## src/rtl/issue_scheduler.sv

```systemverilog
// Issue scheduler: dispatches up to four in-order slots per cycle to the
// fxu_0, fxu_1, lsu and branch reservation stations. A unit takes a slot
// only while it has a free credit. Dispatch results are registered.
module issue_scheduler #(
    parameter int RS_DEPTH = 4
) (
    input  logic        clk,
    input  logic        rst_n,
    input  logic [3:0]  slot_valid_flat,
    input  logic [7:0]  slot_class_flat,
    input  logic [15:0] slot_rob_idx_flat,
    input  logic        fxu_0_release,
    input  logic        fxu_1_release,
    input  logic        lsu_release,
    input  logic        branch_release,
    input  logic        flush,
    output logic [2:0]  num_dispatch,
    output logic        out_fxu_0_valid,
    output logic        out_fxu_1_valid,
    output logic        out_lsu_valid,
    output logic        out_branch_valid,
    output logic [3:0]  out_fxu_0_rob_idx,
    output logic [3:0]  out_fxu_1_rob_idx,
    output logic [3:0]  out_lsu_rob_idx,
    output logic [3:0]  out_branch_rob_idx,
    output logic [15:0] stall_count,
    output logic        overflow_err
);

    typedef enum logic [1:0] {
        CLS_FXU     = 2'd0,
        CLS_LSU     = 2'd1,
        CLS_BRANCH  = 2'd2,
        CLS_ILLEGAL = 2'd3
    } slot_class_e;

    // Unit indices into the per-unit vectors below.
    localparam int U_FXU0 = 0;
    localparam int U_FXU1 = 1;
    localparam int U_LSU  = 2;
    localparam int U_BR   = 3;

    localparam logic [2:0] DEPTH = 3'(RS_DEPTH);

    // Per-unit state and per-cycle decisions.
    logic [2:0]  r_credit   [4];
    logic [3:0]  r_out_valid;
    logic [3:0]  r_out_rob  [4];
    logic [15:0] r_stall_count;
    logic        r_overflow;

    logic [3:0]  w_avail;
    logic [3:0]  w_release;
    logic [3:0]  w_disp;
    logic [3:0]  w_disp_rob [4];
    logic [2:0]  w_num;
    logic        w_blocked;

    // Unpacked slot view; slot 0 is the oldest and lives in the MSBs.
    logic        w_slot_valid [4];
    slot_class_e w_slot_class [4];
    logic [3:0]  w_slot_rob   [4];

    assign w_release = {branch_release, lsu_release, fxu_1_release, fxu_0_release};

    // Split the flat slot buses into per-slot fields.
    always_comb begin
        for (int k = 0; k < 4; k++) begin
            w_slot_valid[k] = slot_valid_flat[3-k];
            w_slot_class[k] = slot_class_e'(slot_class_flat[2*(3-k) +: 2]);
            w_slot_rob[k]   = slot_rob_idx_flat[4*(3-k) +: 4];
        end
    end

    // A unit can accept a slot only while its registered credit is non-zero.
    always_comb begin
        for (int u = 0; u < 4; u++) begin
            w_avail[u] = (r_credit[u] != 3'd0);
        end
    end

    // In-order scan: each slot claims a free unit or blocks every later slot.
    always_comb begin
        // NOTE: every output of a combinational block gets a default first so no latch is inferred.
        w_disp    = '0;
        w_num     = '0;
        w_blocked = flush | ~rst_n;
        for (int u = 0; u < 4; u++) begin
            w_disp_rob[u] = '0;
        end
        for (int k = 0; k < 4; k++) begin
            if (!w_blocked) begin
                if (!w_slot_valid[k]) begin
                    w_blocked = 1'b1;
                end else begin
                    case (w_slot_class[k])
                        CLS_FXU: begin
                            if (w_avail[U_FXU0] && !w_disp[U_FXU0]) begin
                                w_disp[U_FXU0]     = 1'b1;
                                w_disp_rob[U_FXU0] = w_slot_rob[k];
                            end else if (w_avail[U_FXU1] && !w_disp[U_FXU1]) begin
                                w_disp[U_FXU1]     = 1'b1;
                                w_disp_rob[U_FXU1] = w_slot_rob[k];
                            end else begin
                                w_blocked = 1'b1;
                            end
                        end
                        CLS_LSU: begin
                            if (w_avail[U_LSU] && !w_disp[U_LSU]) begin
                                w_disp[U_LSU]     = 1'b1;
                                w_disp_rob[U_LSU] = w_slot_rob[k];
                            end else begin
                                w_blocked = 1'b1;
                            end
                        end
                        CLS_BRANCH: begin
                            if (w_avail[U_BR] && !w_disp[U_BR]) begin
                                w_disp[U_BR]     = 1'b1;
                                w_disp_rob[U_BR] = w_slot_rob[k];
                            end else begin
                                w_blocked = 1'b1;
                            end
                        end
                        default: w_blocked = 1'b1;
                    endcase
                    if (!w_blocked) begin
                        w_num = w_num + 3'd1;
                    end
                end
            end
        end
    end

    assign num_dispatch = w_num;

    // Credit bookkeeping: dispatch consumes, release returns, excess release is flagged.
    always_ff @(posedge clk or negedge rst_n) begin
        // NOTE: sequential state uses non-blocking assignments so all registers update together.
        if (!rst_n) begin
            for (int u = 0; u < 4; u++) begin
                r_credit[u] <= DEPTH;
            end
            r_overflow <= 1'b0;
        end else begin
            for (int u = 0; u < 4; u++) begin
                case ({w_disp[u], w_release[u]})
                    2'b10: r_credit[u] <= r_credit[u] - 3'd1;
                    2'b01: begin
                        if (r_credit[u] == DEPTH) begin
                            r_overflow <= 1'b1;
                        end else begin
                            r_credit[u] <= r_credit[u] + 3'd1;
                        end
                    end
                    default: ;
                endcase
            end
        end
    end

    // Registered dispatch strobes; the ROB index holds after the strobe drops.
    always_ff @(posedge clk or negedge rst_n) begin
        if (!rst_n) begin
            r_out_valid <= '0;
            // NOTE: the small ROB index registers are reset because their value is visible after reset.
            for (int u = 0; u < 4; u++) begin
                r_out_rob[u] <= '0;
            end
        end else begin
            r_out_valid <= w_disp;
            for (int u = 0; u < 4; u++) begin
                if (w_disp[u]) begin
                    r_out_rob[u] <= w_disp_rob[u];
                end
            end
        end
    end

    // Saturating count of cycles where the oldest slot waited without flush.
    always_ff @(posedge clk or negedge rst_n) begin
        if (!rst_n) begin
            r_stall_count <= '0;
        end else if (w_slot_valid[0] && !flush && (w_num == 3'd0)
                     && (r_stall_count != 16'hFFFF)) begin
            r_stall_count <= r_stall_count + 16'd1;
        end
    end

    assign out_fxu_0_valid    = r_out_valid[U_FXU0];
    assign out_fxu_1_valid    = r_out_valid[U_FXU1];
    assign out_lsu_valid      = r_out_valid[U_LSU];
    assign out_branch_valid   = r_out_valid[U_BR];
    assign out_fxu_0_rob_idx  = r_out_rob[U_FXU0];
    assign out_fxu_1_rob_idx  = r_out_rob[U_FXU1];
    assign out_lsu_rob_idx    = r_out_rob[U_LSU];
    assign out_branch_rob_idx = r_out_rob[U_BR];
    assign stall_count        = r_stall_count;
    assign overflow_err       = r_overflow;

endmodule

```

## config.mk

```make
export PLATFORM = sky130hd
export DESIGN_NAME = issue_scheduler
export DESIGN_NICKNAME = d
export VERILOG_FILES = /design/src/rtl/issue_scheduler.sv
export SDC_FILE = /design/constraint.sdc
export NUM_CORES = 1
export LEC_CHECK = 0
export CORE_MARGIN = 2
export CORE_UTILIZATION = 48
export CTS_BUF_LIST = sky130_fd_sc_hd__clkbuf_8
export DETAILED_ROUTE_END_ITERATION = 10
export GPL_ROUTABILITY_DRIVEN = 0
export PLACE_DENSITY = 0.89
export SYNTH_ARGS = -nofsm -noshare
export SYNTH_HDL_FRONTEND = slang
export SYNTH_SLANG_ARGS = --single-unit
```

## constraint.sdc

```tcl
create_clock -name clk -period 3.8 [get_ports clk]
set_input_delay 0.38 -clock clk [delete_from_list [all_inputs] [get_ports clk]]
set_output_delay 0.38 -clock clk [all_outputs]
set_load 0.01 [all_outputs]
```

* Word-level counts from Yosys, hierarchy flattened
Index checks and enable logic that the tools add are counted.
W data, S select, Z words.
** Storage, ports and cells
- Bits in registers :: 49
- Word-level logic and storage cells :: 237
- Input port bits :: 35
- Output and inout bits :: 40
** Operators by class
- $add $sub $neg :: 12
- Reduce and logical (&&, ||, !) cells :: 45
- Bitwise gates (word level) :: 2
- Equal/unequal tests :: 25
- Muxes and demuxes :: 142
** Operators by type and width (count)
- $mux W4 :: 36
- $mux W16 :: 8
- $mux W1 :: 69
- $mux W3 :: 13
- $mux W8 :: 4
- $pmux W3 S2 :: 4
- $add A3 B1 Y3 const B :: 7
- $add A16 B1 Y16 const B :: 1
- $eq A2 B1 Y1 const B :: 8
- $eq A2 B2 Y1 const B :: 8
- $ne A16 B16 Y1 const B :: 1
- $logic_and A1 B1 Y1 :: 15
- $logic_not A1 Y1 :: 13
- $eq A3 B3 Y1 const B :: 4
- $pmux W1 S3 :: 4
- $reduce_bool A3 Y1 :: 4
- $sub A3 B1 Y3 const B :: 4
- $logic_not A2 Y1 :: 4
- $mux W2 :: 4
- $ne A2 B2 Y1 const B :: 4
- $reduce_and A2 Y1 :: 4
- $reduce_bool A2 Y1 :: 4
- $logic_not A3 Y1 :: 1
- $not A1 Y1 :: 1
- $or A1 B1 Y1 :: 1

* Depth between registers and ports, before layout
- Depth after elaboration :: 35
- Depth in mapped cells :: 17
- Gate-level depth less buffers :: 14

* Least setup slack after synthesis
Ideal clock, no wire load.
- Path kind :: reg-to-reg
- From :: register r_credit[6] (netlist bit)
- To :: register r_stall_count[14], in the netlist stall_count[14]
- Arrival :: 3.715 ns
- Data required time :: 3.675 ns
- Cell stages (with the launch flop) :: 17
- Clock period less this slack :: 3.840 ns
- Buffers on the path :: 3
- Setup time :: 0.125 ns
- Path slack :: -0.040 ns
- Cells stage by stage :: dfrtp_1 > or3_1 > or4_1 > clkbuf_1 > and3_1 > clkbuf_1 > ha_1 > nand2b_1 > nand2_1 > inv_1 > ha_1 > nor3_1 > o21a_1 > a311oi_4 > buf_6 > nor3_1 > mux2_4
** Between the ends
- Word-level cells in the longest chain between the ends :: 33
- Elaborated cells on any way between the ends :: 87
- Classes of those cells :: add/sub (3); mux (62); reduce/logical (22)
** RTL lines
- start, declared :: RTL line 46 : logic [2:0] r_credit [4];
- start signal, assigned by index :: RTL line 147 : 2'b10: r_credit[u] <= r_credit[u] - 3'd1;
- start signal, assigned by index :: RTL line 152 : r_credit[u] <= r_credit[u] + 3'd1;
- $reduce_bool A3 Y1 * :: RTL line 78 : w_avail[u] = (r_credit[u] != 3'd0);
- parallel branches: the longest is 28 deep, another holds $add A3 B1 Y3
- $mux W3 * :: RTL line 92 : if (!w_blocked) begin
- $logic_not A3 Y1 * :: RTL line 183 : end else if (w_slot_valid[0] && !flush && (w_num == 3'd0)
- $logic_and A1 B1 Y1 * :: RTL line 183
- $logic_and A1 B1 Y1 * :: RTL line 184 : && (r_stall_count != 16'hFFFF)) begin
- end signal, assigned :: RTL line 185 : r_stall_count <= r_stall_count + 16'd1;
- end, declared :: RTL line 49 : logic [15:0] r_stall_count;
Every way passes the cells marked *. The select of a mux whose other input is x is not followed.
A chain may end at the register's enable or synchronous reset.

* Worst setup path in the final report
- From :: register r_credit[11] (netlist bit)
- To :: output port num_dispatch[0]
** Between the ends
- Word-level cells in the longest chain between the ends :: 29
- Elaborated cells on any way between the ends :: 86
- Classes of those cells :: add/sub (3); mux (62); reduce/logical (21)
** RTL lines
- $reduce_bool A3 Y1 * :: RTL line 78
- parallel branches: the longest is 27 deep, another holds $add A3 B1 Y3
- $mux W3 * :: RTL line 92
- end, declared :: RTL line 17 : output logic [2:0] num_dispatch,
Marked as above.

==> impl_metrics.tcl <==
set metrics [dict create \
    status "finished clean" \
    worstReg2RegStart "r_credit[6]$_DFFE_PN0P_" \
    max_cap_viol_count 0 \
    worstPathCellList "nor2_1 > a32oi_1 > a211oi_2 > buf_4 > buf_4 > nor3_2 > buf_4 > a21oi_1 > nor4_2 > buf_4 > o21ai_0 > xnor2_1 > dlygate4sd2_1" \
    crit_path_end_kind "primary output" \
    io_buffer_count 74 \
    finalCriticalPeriod_ns 3.75 \
    tightest_slew_ns 0.635 \
    dieArea_mm2 0.00794 \
    netlist_area_mm2 0.00347 \
    h-tree-depth 2 \
    crit_start "r_credit[11]$_DFFE_PN1P_" \
    start_kind "flip-flop" \
    cp_max_fo 7 \
    drive_gt1_frac 0.209 \
    ir_drop_v 0.000353 \
    place_area_mm2 0.00478 \
    n_antenna_cell 0 \
    synth_fp_nets 442 \
    grt-ovfl-total 0 \
    grt_pass1_vias 3696 \
    fmax_mhz 267 \
    postSynthAreaPerCell_um2 8.69 \
    placed_cells 628 \
    relSlewSlack 0.576 \
    p_per_area_mw_per_mm2 492 \
    hold_viol_final 0 \
    layout_commonest_cell "buf_4" \
    vias 3906 \
    nets 586 \
    critPathMaxStageDelay_ns 0.62 \
    hold_class "in2async" \
    synth-edff-count 0 \
    antenna_found_initial 0 \
    first_pass_iters 5 \
    die_x_um 89.1 \
    grt_max_degree 49 \
    initial_core_util 0.487 \
    r2r_setup_slack_ns 0.09 \
    crit_top_cell "buf_4" \
    critical-path-top-delay-family "buffers and inverters" \
    worstSetupPathType "reg2out" \
    wire_per_inst_um 17.0 \
    rsz0062_at_grt "yes" \
    final.fill_count 528 \
    num_rows 31 \
    skew_ns 0.00521 \
    route.detailed.drc 0 \
    p_leak_nw 2.25 \
    cp.arrival_ns 3.37 \
    dieHeight_um 89.1 \
    final_cell_mix "70 x buf_4, 66 x clkdlybuf4s50_1, 44 x dfrtp_1, 42 x nand2_1" \
    io_pins 75 \
    tritoncts "built" \
    drt-initial-drc-count 403 \
    clk_latency_ns 0.31 \
    ys_ff_latch 49 \
    design_area_mm2 0.00502 \
    cts_buffers 5 \
    ys_seq_area_frac 0.354 \
    slowest_stage "dfstp_2" \
    wl_um 10900 \
    synthArstFlopShare 1.00 \
    required_ns 3.42 \
    final_cells 644 \
    worst-path-buf-inv 5 \
    ant_nets 0 \
    grt_pass1_wl_um 17000 \
    setup_ws_ns 0.0520 \
    ys.flop_type "dfrtp_1" \
    vias_per_cell 6.07 \
    yosys_warnings 0 \
    core-area_mm2 0.00714 \
    clk_path_buf_depth 2 \
    final-setup-viol-count 0 \
    syn_inst 400 \
    setup-tns-final_ns 0 \
    yosysUniqueCellTypes 66 \
    track_usage 0.273 \
    clock_sinks 49 \
    path_clk_slew_ns 0.09 \
    place_ws_ns -0.296 \
    post-route-period-util 0.986 \
    slew_violations 0 \
    ctsRootBufferMaster "clkbuf_8" \
    area_delta_synth_final_pct 44.5 \
    dp.final_hpwl_um 8180 \
]
registers in the layout (all words and copies together) (netlist names):
signal              cells
stall_count            16
out_fxu_0_rob_idx       4
out_fxu_1_rob_idx       4
r_out_valid             4
out_branch_rob_idx      4
r_credit               12
overflow_err            1
out_lsu_rob_idx         4
cells by family (layout without fill, tap and decap cells):
family / count (synthesis) / after routing / share of synthesized area
fa+ha+maj: 7 / 7 / 0.0339
simple gates: 179 / 179 / 0.277
compound gates: 113 / 113 / 0.229
mux: 11 / 11 / 0.0338
flops: 49 / 49 / 0.354
xor+xnor: 17 / 17 / 0.0429
buf+inv: 24 / 169 / 0.0292
stage by stage:
step                utilization  hold WS [ns]  total power (W)
floorplan                     -        0.0844          0.00147
global placement          0.670         0.315          0.00197
detailed placement        0.670         0.327          0.00204
CTS                       0.687         0.263          0.00240
global route              0.703         0.287          0.00264
finish                    0.703         0.227          0.00247
layer usage:
| layer | vias up | GRT usage | wire (um) |
|---|---|---|---|
| met1 | 1827 | 0.341 | 4400 |
| li1 | 1801 | - | - |
| met5 | - | 0 | 0 |
| met4 | 0 | 0.111 | 347 |
| met2 | 238 | 0.464 | 5260 |
| met3 | 40 | 0.0536 | 908 |
worst reg2reg max path, delay by kind of cell (launching register included):
family / cells / cell delay (ns)
muxes: 1 / 0.31
and+or+nand+nor: 7 / 1.65
buffers and inverters: 1 / 0.13
AOI/OAI and AO/OA: 2 / 0.54
DFF: 1 / 0.40
adders and majority gates: 2 / 0.59
timing repair:
action,in CTS,in global routing
pin swaps,5,10
endpoints found under the hold margin,1,0
hold buffers,1,0
setup buffers,1,6
resized for setup,6,23
endpoints found under the setup margin,4,17
cell type report:
| class | instances | area [um^2] | share of cell area |
|---|---|---|---|
| inverter | 16 | 60.1 | 0.0120 |
| tap | 99 | 124 | 0.0247 |
| clock buffer | 7 | 96.3 | 0.0192 |
| timing repair buffer | 145 | 1270 | 0.252 |
| multi-input combinational | 327 | 2240 | 0.445 |
| clock inverter | 1 | 5.00 | 0.000997 |
| sequential | 49 | 1230 | 0.246 |
cell usage after synthesis (all sizes together) (5+ instances only):
| library cell | n | share of area |
|---|---|---|
| xor2 | 10 | 0.025 |
| xnor2 | 7 | 0.018 |
| or3 | 8 | 0.016 |
| and2 | 5 | 0.0090 |
| nor2 | 30 | 0.032 |
| a22oi | 5 | 0.011 |
| nand2 | 42 | 0.045 |
| mux2i | 8 | 0.023 |
| o21ai | 27 | 0.040 |
| a222oi | 12 | 0.035 |
| nand2b | 5 | 0.0090 |
| dfrtp | 45 | 0.32 |
| nor2b | 7 | 0.013 |
| a21oi | 30 | 0.043 |
| and3 | 11 | 0.020 |
| inv | 16 | 0.017 |
| nor4 | 5 | 0.011 |
| nand3 | 24 | 0.036 |
| nor3 | 22 | 0.037 |
path summary, 6_finish.rpt:
check,depth (start not counted),end
setup / recovery,13,num_dispatch[0]
min in group clk,1,stall_count[8]$_DFFE_PN0P_
hold reg to reg,1,stall_count[8]$_DFFE_PN0P_
max in group asynchronous,2,r_credit[1]$_DFFE_PN0P_
setup reg to reg,13,stall_count[1]$_DFFE_PN0P_
hold / removal,2,stall_count[2]$_DFFE_PN0P_
report_power, final:
group | internal (W) | switching (W) | leakage, nW | total, W
combinational | 0.000648 | 0.000578 | 1.59 | 0.00123
clock | 0.000165 | 0.000185 | 0.0542 | 0.000350
sequential | 0.000712 | 0.000181 | 0.606 | 0.000893
total | 0.00152 | 0.000945 | 2.25 | 0.00247
(Power assumes the default switching activity.)
